===== config.mk =====
export PLATFORM = sky130hd
export DESIGN_NAME = ptw_arbiter
export DESIGN_NICKNAME = d
export VERILOG_FILES = /design/src/rtl/ptw_arbiter.sv
export SDC_FILE = /design/constraint.sdc
export NUM_CORES = 1
export LEC_CHECK = 0
export BUFFER_PORTS_ARGS = -buffer_cell sky130_fd_sc_hd__buf_2
export CELL_PAD_IN_SITES_DETAIL_PLACEMENT = 1
export CELL_PAD_IN_SITES_GLOBAL_PLACEMENT = 1
export CORE_UTILIZATION = 24
export DETAILED_ROUTE_END_ITERATION = 8
export GPL_ROUTABILITY_DRIVEN = 0
export PLACE_DENSITY_LB_ADDON = 0.1
export SYNTH_ARGS = -nofsm -noshare
export SYNTH_HDL_FRONTEND = slang
export SYNTH_SLANG_ARGS = --single-unit

===== constraint.sdc =====
create_clock -name clk -period 4.7 [get_ports clk]
set_input_delay 0.47 -clock clk [delete_from_list [all_inputs] [get_ports clk]]
set_output_delay 0.47 -clock clk [all_outputs]
set_load 0.01 [all_outputs]

===== src/rtl/ptw_arbiter.sv =====
// Arbitrates one page-table walker between the I-TLB and D-TLB miss ports.
// D-side wins ties until I-side has been passed over STARVE_LIMIT times in a row.
module ptw_arbiter #(
  parameter int ADDR_WIDTH   = 64,
  parameter int DATA_WIDTH   = 64,
  parameter int STARVE_LIMIT = 4
) (
  input  logic                  clk,
  input  logic                  rst,
  input  logic                  fence_flush,
  input  logic                  ren_i,
  input  logic [ADDR_WIDTH-1:0] va_i,
  output logic                  rvalid_i,
  input  logic                  ren_d,
  input  logic [ADDR_WIDTH-1:0] va_d,
  output logic                  rvalid_d,
  output logic [DATA_WIDTH-1:0] pte_out,
  output logic                  twu_req,
  output logic [ADDR_WIDTH-1:0] twu_va,
  input  logic [DATA_WIDTH-1:0] twu_pte,
  input  logic                  twu_finish,
  output logic [1:0]            owner,
  output logic                  draining
);

  localparam int CW = $clog2(STARVE_LIMIT + 1);
  localparam logic [CW-1:0] LIMIT = CW'(STARVE_LIMIT);

  typedef enum logic [1:0] {IDLE, WALK_I, WALK_D, DRAIN} state_t;

  state_t                state_q, state_d;
  logic [ADDR_WIDTH-1:0] twu_va_q, twu_va_d;
  logic [1:0]            owner_q, owner_d;
  logic [CW-1:0]         starve_cnt_q, starve_cnt_d;

  always_ff @(posedge clk or posedge rst) begin
    if (rst) begin
      state_q      <= IDLE;
      twu_va_q     <= '0;
      owner_q      <= 2'b00;
      starve_cnt_q <= '0;
    end else begin
      state_q      <= state_d;
      twu_va_q     <= twu_va_d;
      owner_q      <= owner_d;
      starve_cnt_q <= starve_cnt_d;
    end
  end

  always_comb begin
    state_d      = state_q;
    twu_va_d     = twu_va_q;
    owner_d      = owner_q;
    starve_cnt_d = starve_cnt_q;
    rvalid_i     = 1'b0;
    rvalid_d     = 1'b0;
    unique case (state_q)
      IDLE: begin
        owner_d = 2'b00;
        if (!fence_flush) begin
          if (ren_d && (!ren_i || starve_cnt_q < LIMIT)) begin
            state_d  = WALK_D;
            twu_va_d = va_d;
            owner_d  = 2'b10;
            if (ren_i && starve_cnt_q != LIMIT) starve_cnt_d = starve_cnt_q + 1'b1;
          end else if (ren_i) begin
            state_d      = WALK_I;
            twu_va_d     = va_i;
            owner_d      = 2'b01;
            starve_cnt_d = '0;
          end
        end
      end
      WALK_I, WALK_D: begin
        if (twu_finish) begin
          // a flush landing on the finish cycle swallows the result
          rvalid_i = !fence_flush && (state_q == WALK_I);
          rvalid_d = !fence_flush && (state_q == WALK_D);
          state_d  = IDLE;
          owner_d  = 2'b00;
        end else if (fence_flush) begin
          state_d = DRAIN;
        end
      end
      DRAIN: begin
        if (twu_finish) begin
          state_d = IDLE;
          owner_d = 2'b00;
        end
      end
      default: state_d = IDLE;
    endcase
  end

  assign twu_req  = (state_q != IDLE);
  assign twu_va   = twu_va_q;
  assign owner    = owner_q;
  assign draining = (state_q == DRAIN);
  assign pte_out  = twu_pte;

endmodule


==> results of run 1 <==
-- power by group through the flow --
stage	Sequential, mW	Combinational [mW]	Clock, mW
4_1_cts	1.04	1.05	0.732
3_5_place_dp	1.04	1.05	0
5_1_grt	1.08	1.15	0.749
3_3_place_gp	1.04	1.02	0
6_report	1.03	1.01	0.697
2_1_floorplan	1.17	0.510	0
-- critical path: stages (launching register included) --
cell and delay (ns):
dfrtp_1 0.40, inv_1 0.14, ha_1 0.26, inv_2 0.05
or3_4 0.65, buf_4 0.39, nand2_1 0.11, o21ai_0 0.09
-- layer usage --
| metal | GRT usage, % | vias up | wire (um) |
|---|---|---|---|
| met1 | 14.18 | 1382 | 4170 |
| met2 | 20.94 | 157 | 5032 |
| li1 | - | 1509 | - |
| met3 | 4.624 | 32 | 976 |
| met5 | 0 | - | 0 |
| met4 | 6.574 | 0 | 235 |
-- state kept, by name, indices dropped and copies added, names as in the netlist --
| register | flops |
|---|---|
| state_q | 2 |
| starve_cnt_q | 3 |
| twu_va | 64 |
| owner | 2 |
-- per-stage QoR --
step | area, um2 | instances | setup WS, ns
3_3_place_gp | 4601 | 731 | 2.486
2_1_floorplan | 3892 | 394 | 2.433
3_5_place_dp | 4601 | 731 | 2.378
5_1_grt | 4911 | 747 | 2.179
4_1_cts | 4911 | 747 | 2.364
6_report | 4911 | 747 | 2.395
-- cells in the final DEF, fill, tap and decap left out, types with 2 or more instances in the layout --
cell type,netlist,layout
ha_1,7,7
clkbuf_8,0,3
clkbuf_16,0,9
o21ai_0,49,49
inv_2,1,2
inv_1,8,7
nor2_1,3,3
mux2i_1,66,66
nor2b_1,3,3
clkinv_2,0,2
nand2_1,69,69
buf_4,66,4
and3_1,2,2
dfrtp_1,71,71
o21ai_1,20,20
buf_2,11,203
nor3b_1,2,2
-- worst max-delay path by stage --
stage            endpoint  slack (ns)
2_1_floorplan    owner[0]        2.43
3_3_place_gp   twu_va[33]        2.49
3_5_place_dp   twu_va[23]        2.38
4_1_cts        twu_va[23]        2.36
5_1_grt        twu_va[23]        2.18
6_report       twu_va[23]        2.39
-- cell type report --
cell class,count,area (um2),share of cell area [%]
multi-input cells,228,1474,30.01
clock buffers,13,270.3,5.503
flip-flops and latches,71,1777,36.18
well taps,216,270.3,5.503
inverters,9,33.78,0.6879
clock inverters,3,40.04,0.8153
repair buffers,207,1046,21.30
-- cells by family after synthesis --
family | Yosys count
adders and majority gates | 7
muxes | 66
AOI/OAI and AO/OA | 73
DFF | 71
and+or+nand+nor | 82
buffers and inverters | 95
==> run_results.csv, run 1 <==
group,metric,value,unit
cells_and_area,diodes,0,
clock_network,clkTransAtPathRegs,0.06,ns
timing,finalSetupViolations,0,
pwr,swShare,35.70,%
grt,grt_max_degree,80,
route,ant_nets,0,
critical_path,r2r_end,"twu_va[23]",
pwr,leakage,2.680,nW
route,viasPerCell,4.123,
critical_path,cp_max_fo,79,
synthesis,yosys_register_bits,71,
clock_network,holdBufCountCts,0,
critical_path,crit_type,"reg -> reg",
synthesis,synthMostInstantiatedCell,"dfrtp_1",
route,vias,3080,
critical_path,r2r_slack,2.39,ns
timing,clock_skew,0.003748,ns
die,num_rows,46,
timing,finalSetupTns,0,ns
synthesis,synthesis.area,3892,um2
critical_path,cp.required,4.89,ns
die,dieArea,16730,um2
timing,rsz0062_at_grt,"no",
synthesis,synth.avg_cell_area,9.879,um2
synthesis,synth_cell_type_count,24,
clock_network,cts_setup_buffers,0,
pwr,power.total,2.741,mW
route,drt_iter0_drc,90,
synthesis,syn-instance-count,394,
synthesis,seq_area_frac_synth,45.64,%
cells_and_area,drive_above_1_share,42.75,%
timing,holdWs,0.3229,ns
clock_network,cts_root_buffer,"clkbuf_16",
timing,hold_violations,0,
cells_and_area,syn2layout_area_growth,26.17,%
pwr,combPwrFrac,36.9,%
critical_path,cp.arrival,2.49,ns
timing,fin_crit_sh,49.05,%
cells_and_area,nFillCells,1921,
route,drt-total-wl,10410,um
die,start_util,24.50,%
pwr,p_per_area,558.1,nW/um2
pwr,p_int,1.763,mW
synthesis,yosysTopAreaCellShare,45.64,%
synthesis,ys_top_cells_by_count,"71 x dfrtp_1, 69 x nand2_1, 66 x buf_4, 66 x mux2i_1, 49 x o21ai_0",
synthesis,synth-simple-area-share,8.711,%
clock_network,htreeDepth,3,
critical_path,startpoint,"state_q[0]",
timing,post-route-min-period,2.305,ns
pwr,clockPowerShare,25.4,%
synthesis,synth_flop_cell,"dfrtp_1",
clock_network,cts_made_buffers,9,
synthesis,post-synth-top-area-cell,"dfrtp_1",
placement,port_buffers,203,
clock_network,clk_path_buf_depth,2,
route,drc,0,
critical_path,r2r_cells,7,
timing,max_freq,433.8,MHz
synthesis,syn-num-nets,599,
synthesis,synth_top_family_by_area,"multiplexers",
min_path,min_path_type,"in -> async",
timing,max_slew_margin,42.23,%
grt,grt_pass1_vias,3273,
timing,final-max-slew-violation-count,0,
critical_path,r2r_start,"state_q[0]",
grt,overflow,0,
clock_network,tritoncts,"done",
cells_and_area,finish.utilization,30.92,%
pwr,irDropWorstVdd,0.1829,mV
grt,grt.total_usage,12.62,%
synthesis,synth-compound-area-share,9.643,%
die,die_width,129.4,um
clock_network,ctsResizeCount,0,
die,io_pins,332,
grt,grt_pass1_wl,16080,um
job,timing.max_cap.violations,0,
cells_and_area,nNetsFinal,731,
grt,antenna_found_initial,0,
synthesis,synth_edf_count,0,
synthesis,synth_mux_area_share,16.97,%
placement,dp_hpwl,8160,um
synthesis,synth.area.top_cells,"dfrtp_1 46%, mux2i_1 17%, buf_4 13%, nand2_1 6.7%, o21ai_0 6.3%",
synthesis,synth-xor-area-share,0,%
pwr,switching_power,978.4,uW
synthesis,synth_warnings,0,
outcome,status,"complete, no violations",
die,die_height,129.4,um
synthesis,synthArstFlopShare,100.0,%
pwr,pwr-share-seq,37.7,%
critical_path,critPathLaunchType,"flop",
timing,worstMarginPinSlew,0.8652,ns
synthesis,synthAdderAreaFrac,2.250,%
route,drt_first_pass_iters,4,
clock_network,clkLatencyLatePin,0.33,ns
clock_network,cts_num_sinks,71,
route,wire_per_inst,13.94,um
die,coreArea,15890,um2
critical_path,cp-end-kind,"flop",
No activity file was read; power rests on OpenSTA's default activity.
==> run 2: changes to the inputs <==
- clock period: 4.7 -> 2.1 ns (I/O delays scaled with it)
==> run_results.csv, run 2 (synthesis results as in run 1) <==
group,metric,value,unit
clock_network,clk_path_buf_depth,2,
timing,finalSetupTns,0,ns
timing,rsz0062_at_grt,"no",
grt,grt.total_usage,12.43,%
die,dieArea,16730,um2
critical_path,critPathSlowestCell,"dfrtp_1",
route,drt_first_pass_iters,4,
clock_network,htreeDepth,3,
placement,port_buffers,203,
cells_and_area,final_cell_mix,"203 x buf_2, 71 x dfrtp_1, 69 x nand2_1",
critical_path,cp_max_fo,128,
route,vias,3090,
cells_and_area,drive_above_1_share,42.67,%
cells_and_area,diodes,0,
pwr,leakage,2.690,nW
clock_network,cts_made_buffers,9,
pwr,combPwrFrac,38.2,%
grt,overflow,0,
pwr,switching_power,2.207,mW
route,drt-total-wl,10210,um
grt,grt_pass1_vias,3158,
cells_and_area,nNetsFinal,732,
placement,dp_hpwl,7828,um
timing,final-max-slew-violation-count,0,
route,wire_per_inst,13.65,um
pwr,irDropWorstVdd,0.4172,mV
clock_network,ctsResizeCount,0,
outcome,status,"complete, no violations",
die,die_height,129.4,um
timing,post-route-min-period,1.933,ns
cells_and_area,syn2layout_area_growth,26.84,%
grt,antenna_found_initial,0,
clock_network,clkTransAtPathRegs,0.06,ns
clock_network,cts_num_sinks,71,
timing,finalSetupViolations,0,
cells_and_area,stdcell_count,748,
critical_path,cp_top_family,"simple AND/OR/NAND/NOR gates",
critical_path,cp.arrival,2.12,ns
route,viasPerCell,4.131,
timing,hold_violations,0,
critical_path,r2r_slack,0.17,ns
critical_path,slowest_delay,0.40,ns
clock_network,cts_root_buffer,"clkbuf_16",
placement,place_inst,731,
pwr,p_per_area,1219,nW/um2
timing,max_slew_margin,67.37,%
critical_path,path_buf_inv,3,
route,drt_iter0_drc,87,
clock_network,clkLatencyLatePin,0.33,ns
pwr,pwr-share-seq,38.3,%
cells_and_area,largest_reg_flops,64,
job,timing.max_cap.violations,0,
die,num_rows,46,
critical_path,cp.required,2.29,ns
timing,clock_skew,0.004939,ns
critical_path,critPathLaunchType,"flop",
critical_path,cp-end-kind,"flop",
critical_path,crit_type,"reg -> reg",
die,start_util,24.50,%
timing,max_freq,517.5,MHz
die,die_width,129.4,um
route,drc,0,
die,coreArea,15890,um2
pwr,swShare,36.67,%
critical_path,crit_chain,"inv_1, ha_1, inv_2, or3_4, buf_12, nand2_1, o21ai_0",
grt,grt_pass1_wl,15790,um
pwr,p_int,3.811,mW
cells_and_area,layout_commonest_cell,"buf_2",
die,io_pins,332,
timing,worstMarginPinSlew,0.4895,ns
cells_and_area,stdcell_area,4937,um2
grt,grt_max_degree,129,
min_path,min_path_type,"in -> reg",
pwr,clockPowerShare,23.4,%
timing,fin_crit_sh,92.02,%
clock_network,tritoncts,"done",
placement,placed_area,4651,um2
route,ant_nets,0,
## run 2: worst paths after layout
path                                 start         end  depth (start not counted)
worst max-delay path            state_q[1]  twu_va[21]                          7
worst min-delay path              va_i[40]  twu_va[40]                          3
worst max register to register  state_q[1]  twu_va[21]                          7
worst min register to register  twu_va[25]  twu_va[25]                          2
max in group asynchronous              rst  twu_va[39]                          4
min in group asynchronous              rst   twu_va[1]                          4
## run 2: power groups by stage
stage / clock [mW] / sequential (mW) / combinational [mW]
after floorplan: 0 / 2.61 / 1.14
after global placement: 0 / 2.32 / 2.30
after detailed placement: 0 / 2.34 / 2.36
after CTS: 1.49 / 2.32 / 2.37
after global routing: 1.53 / 2.41 / 2.62
final: 1.41 / 2.31 / 2.30
## run 2: repair_timing
action,in CTS,in global routing
hold buffers,1,0
buffers inserted,0,0
hold endpoints to repair,71,0
endpoints found under the setup margin,0,0
## run 2: routing by layer
layer	up-vias	global-route usage, %	part of all wire (%)
met5	-	0	0
met4	0	7.474	2.8
met1	1383	13.63	40
li1	1514	-	-
met3	35	4.583	9.3
met2	158	20.56	48
## run 2: layout make-up
class,count,area [um2]
multi-input cells,228,1474
well taps,216,270.3
clock buffers,12,256.5
clock inverters,4,20.02
inverters,9,33.78
repair buffers,208,1106
flip-flops and latches,71,1777
fillers,1910,10950
## run 2: worst min-delay path: stages
cell	delay (ns)
buf_2	0.08
mux2i_1	0.06
o21ai_1	0.10
## run 2: stage by stage
step	utilization [%]	total power, mW	hold WS, ns	worst slack, ns
final	31.08	6.018	0.1539	0.1675
after global routing	31.08	6.557	0.1576	0.002234
after CTS	31.08	6.175	0.1362	0.2019
after detailed placement	29.28	4.705	0.3339	0.2173
after global placement	29.28	4.623	0.3350	0.3096
after floorplan	-	3.756	0.3216	0.09343
